### config.mk
export PLATFORM = sky130hd
export DESIGN_NAME = mont_redc
export DESIGN_NICKNAME = d
export VERILOG_FILES = /design/src/rtl/mont_redc.sv
export SDC_FILE = /design/constraint.sdc
export NUM_CORES = 2
export LEC_CHECK = 0
export ABC_AREA = 1
export CORE_MARGIN = 2
export CORE_UTILIZATION = 40
export DETAILED_ROUTE_END_ITERATION = 10
export PLACE_DENSITY_LB_ADDON = 0.08
export SETUP_SLACK_MARGIN = 0.02
export SLEW_MARGIN = 20
export SYNTH_ARGS = -nofsm -noshare
export SYNTH_HDL_FRONTEND = slang
export SYNTH_SLANG_ARGS = --single-unit
### constraint.sdc
create_clock -name clk -period 13.4 [get_ports clk]
set_clock_uncertainty 0.05 [all_clocks]
set_input_delay 2.01 -clock clk [delete_from_list [all_inputs] [get_ports clk]]
set_output_delay 2.01 -clock clk [all_outputs]
set_load 0.02 [all_outputs]
### src/rtl/mont_redc.sv
// Limb-serial Montgomery reduction: r_out = t * 2^(-width*S) mod p, fully reduced.
// A single width x width multiplier is shared by the quotient-digit and MAC steps.
module mont_redc #(
  parameter int width = 32,
  parameter int S     = 4
) (
  input  logic                      clk,
  input  logic                      rst,
  input  logic                      start,
  input  logic [2*S-1:0][width-1:0] t,
  input  logic [S-1:0][width-1:0]   p,
  input  logic [width-1:0]          p_inv,
  output logic                      busy,
  output logic                      done,
  output logic [S-1:0][width-1:0]   r_out
);
  localparam int IW  = $clog2(2*S+1);
  localparam int JW  = $clog2(S+1);
  localparam int JLW = (S > 1) ? $clog2(S) : 1;

  typedef enum logic [2:0] {IDLE, MCALC, MAC, PROP, SUB, FIN} state_t;
  state_t state, state_nxt;

  logic [2*S:0][width-1:0] a;
  logic [S-1:0][width-1:0] p_r, d;
  logic [width-1:0]        pinv_r, m, c;
  logic [IW-1:0]           i, idx;
  logic [JW-1:0]           j;
  logic [JLW-1:0]          jl;
  logic                    bor;

  logic [width-1:0]        a_cur, mul_a, mul_b, p_j;
  logic [2*width-1:0]      prod, acc;
  logic [width:0]          dif;
  logic                    last_mac, last_prop, last_i, last_sub;

  assign jl        = j[JLW-1:0];
  assign a_cur     = a[idx];
  // The modulus is zero-extended by one limb for the top subtraction step.
  assign p_j       = (j == JW'(S)) ? '0 : p_r[jl];
  assign last_mac  = (j == JW'(S-1));
  assign last_prop = (idx == IW'(2*S));
  assign last_i    = (i == IW'(S-1));
  assign last_sub  = (j == JW'(S));

  assign mul_a = (state == MCALC) ? a_cur  : m;
  assign mul_b = (state == MCALC) ? pinv_r : p_j;
  assign prod  = {{width{1'b0}}, mul_a} * {{width{1'b0}}, mul_b};

  // MAC and carry propagation share one adder; PROP just masks the product.
  assign acc = ((state == MAC) ? prod : '0)
             + {{width{1'b0}}, a_cur} + {{width{1'b0}}, c};
  assign dif = {1'b0, a_cur} - {1'b0, p_j} - {{width{1'b0}}, bor};

  always_comb begin
    state_nxt = state;
    busy      = (state != IDLE);
    done      = (state == FIN);
    case (state)
      IDLE:    if (start) state_nxt = MCALC;
      MCALC:   state_nxt = MAC;
      MAC:     if (last_mac) state_nxt = PROP;
      PROP:    if (last_prop) state_nxt = last_i ? SUB : MCALC;
      SUB:     if (last_sub) state_nxt = FIN;
      FIN:     state_nxt = IDLE;
      default: state_nxt = IDLE;
    endcase
  end

  always_ff @(posedge clk) begin
    if (rst) begin
      state <= IDLE;
      r_out <= '0;
    end else begin
      state <= state_nxt;
      // Final borrow set means the pre-subtract value was already below p.
      if (state == SUB && last_sub)
        r_out <= dif[width] ? a[2*S-1:S] : d;
    end
  end

  always_ff @(posedge clk) begin
    case (state)
      IDLE: if (start) begin
        a      <= {{width{1'b0}}, t};
        p_r    <= p;
        pinv_r <= p_inv;
        i      <= '0;
        idx    <= '0;
      end
      MCALC: begin
        m <= prod[width-1:0];
        j <= '0;
        c <= '0;
      end
      MAC, PROP: begin
        a[idx] <= acc[width-1:0];
        c      <= acc[2*width-1:width];
        if (state == MAC) j <= j + JW'(1);
        if (state == PROP && last_prop) begin
          i   <= i + IW'(1);
          idx <= last_i ? IW'(S) : i + IW'(1);
          j   <= '0;
          bor <= 1'b0;
        end else begin
          idx <= idx + IW'(1);
        end
      end
      SUB: if (!last_sub) begin
        d[jl] <= dif[width-1:0];
        bor   <= dif[width];
        j     <= j + JW'(1);
        idx   <= idx + IW'(1);
      end
      default: ;
    endcase
  end
endmodule

==> qor.yml <==
cts:
  cts_buffer_depth: 3
  cts-root-buf: "clkbuf_16"
  cts.sinks: 783
  cts_setup_buffers: 0
  cts_tree: "built"
  postCtsHoldBufs: 0
  numCtsBuffers: 91
  ctsResizeCount: 0
  clock_latency_ns: 0.77
  cts.htree.levels: 3
  path_clk_slew_ns: 0.07
die:
  die_h_um: 434
  coreArea_um2: 183000
  die_area_um2: 188000
  start_util_pct: 40.3
  die_x_um: 434
  io_pins: 549
  num_rows: 157
worst_setup_path:
  path_common_cell: "nand2_1"
  arrival_ns: 13.04
  worstSetupEndpointType: "flop"
  cp_slowest_stage_delay_ns: 0.92
  critPathSlowestCell: "o31ai_1"
  critPathKind: "reg2reg"
  cp_max_fo: 33
  cp-start-kind: "flop"
  required_ns: 13.86
global_route:
  grt_overflow: 0
  grt_pass1_vias: 63500
  grt_max_degree: 114
  grt_usage_pct: 35.4
  antenna_found_initial: 9
  grt_pass1_wl_um: 470000
placement:
  place_congestion: 1.00
  dp_hpwl_um: 266000
  port_buffers: 548
yosys:
  synth_seq_cells: 783
  yosysSeqAreaShare_pct: 30.1
  yosysUniqueCellTypes: 57
  yosys_warnings: 0
  synthCells: 8560
  syn_area_um2: 73900
  syn_area_per_cell_um2: 8.63
  synth_nets: 10300
timing:
  period_minus_slack_ns: 12.57
  timing.final.crit_share_pct: 93.8
  rsz0062_at_grt: "false"
  finalSetupTns_ns: 0
  max_slew.worst_pin.slew_ns: 1.13
  slew_violations: 0
  fmax_mhz: 79.5
  setup_viol: 0
  hold_violations: 0
  timing.slew.headroom_pct: 24.5
finish:
  regArea_um2: 22200
  syn2layout_area_growth_pct: 16.0
  n_fill_cell: 18000
  layout.nets: 10700
  drive_above_1_share_pct: 7.39
  multi_input_area_um2: 44100
status:
  status: "complete, no violations"
route:
  drc: 0
  highest_layer: "met5"
  route.met2.wl_um: 159000
  wl_met1_um: 129000
  vias: 62800
  avgViaCountPerCell: 5.43
  drt-total-wl_um: 333000
  final_antenna_net_count: 0
  drtIter0Drc: 6396
  drt_pass1_iterations: 7
  wl_met3_um: 25000
  wl_per_cell_um: 28.8
min_path:
  hold_path_class: "reg2reg"
job:
  drv_cap: 0
## worst max-delay path: cells and delay by family (launching register included)
kind,cells,cell delay [ns]
flops,1,0.45
fa+ha+maj,11,4.86
simple gates,15,2.57
buf+inv,13,2.21
xor+xnor,2,0.48
compound gates,4,1.64
## registers in the layout, summed over array words and instances (netlist names)
| name | count |
|---|---|
| state | 3 |
| j | 3 |
| i | 4 |
| a | 288 |
| idx | 4 |
| d | 128 |
| bor | 1 |
| m | 32 |
| r_out | 128 |
| c | 32 |
| p_r | 128 |
| pinv_r | 32 |
## per-layer routing
layer	vias to the layer above	global-route usage [%]
met5	-	0
met4	4	17.4
met3	651	4.95
met2	2943	59.6
met1	31600	44.6
li1	27600	-
## final timing paths
check | from | end | slack (ns) | cells after the start
setup reg to reg | idx[0] | a[282] | 0.83 | 45
setup / recovery | idx[0] | a[282] | 0.83 | 45
hold / removal | r_out[40] | r_out[40] | 0.41 | 2
hold reg to reg | r_out[40] | r_out[40] | 0.41 | 2
## cells in the final DEF (no fill, tap or decap), drive strengths merged, types with 129 or more instances in the layout
cell,netlist,layout
fa,931,931
clkdlybuf4s50,0,547
nand2,1840,1840
o211ai,139,139
ha,365,365
o21ai,665,665
buf,132,199
nor2,932,932
edfxtp,652,652
inv,1636,1641
nand3,129,129
a21oi,323,323
dfxtp,131,131
## cell usage after synthesis, drive strengths merged
cell	number	area share, %
xnor2	28	0.33
ha	365	6.2
dfxtp	131	3.6
o22ai	39	0.33
a21oi	323	2.2
a21o	5	0.051
nor3	23	0.17
a31oi	19	0.16
o211ai	139	1.4
clkbuf	246	1.3
nand3	129	0.99
nand4	28	0.24
a211oi	9	0.091
o21ai	665	4.7
a311oi	1	0.012
buf	132	0.91
or2	123	1.0
inv	1636	8.3
nor2	932	5.1
clkinv	17	0.086
a2111oi	1	0.012
fa	931	25
and3	1	0.0085
o221ai	29	0.34
nor4	3	0.025
nand2	1840	9.5
o21bai	7	0.086
o31ai	3	0.030
a221oi	3	0.036
and2	5	0.046
a21boi	5	0.056
nand3b	5	0.056
o21a	6	0.061
xor2	79	0.94
edfxtp	652	27
## cell families after synthesis
logic type               Yosys count  synth area share (%)
AO/OA/AOI/OAI                   1254                  9.57
flip-flops                       783                  30.1
XOR/XNOR                         107                  1.27
buffers and inverters           2031                  10.6
adder cells (fa/ha/maj)         1296                  31.4
AND/OR/NAND/NOR                 3089                  17.1
## through the flow
step / utilization [%] / hold WS [ns] / setup WS, ns / instances / area [um2]
finish: 46.7 / 0.410 / 0.826 / 11600 / 85700
global route: 46.7 / 0.428 / 0.336 / 11600 / 85700
CTS: 46.7 / 0.415 / 1.05 / 11600 / 85600
detailed placement: 45.1 / 0.406 / 1.09 / 11400 / 82600
global placement: 45.1 / 0.404 / 1.00 / 11400 / 82600
floorplan: - / 0.447 / 3.36 / 8560 / 73900
## cell type report
type,instances,share of cell area (%)
Clock buffer,117,2.82
Clock inverter,52,0.719
Tap cell,2464,3.60
Multi-Input combinational cell,5746,51.5
Antenna cell,5,0.0146
Sequential cell,783,25.9
Inverter,1653,7.26
Timing Repair Buffer,746,8.22
Power is not shown: default switching activity piles up to over one toggle a cycle in this logic, so the estimate is an artifact.
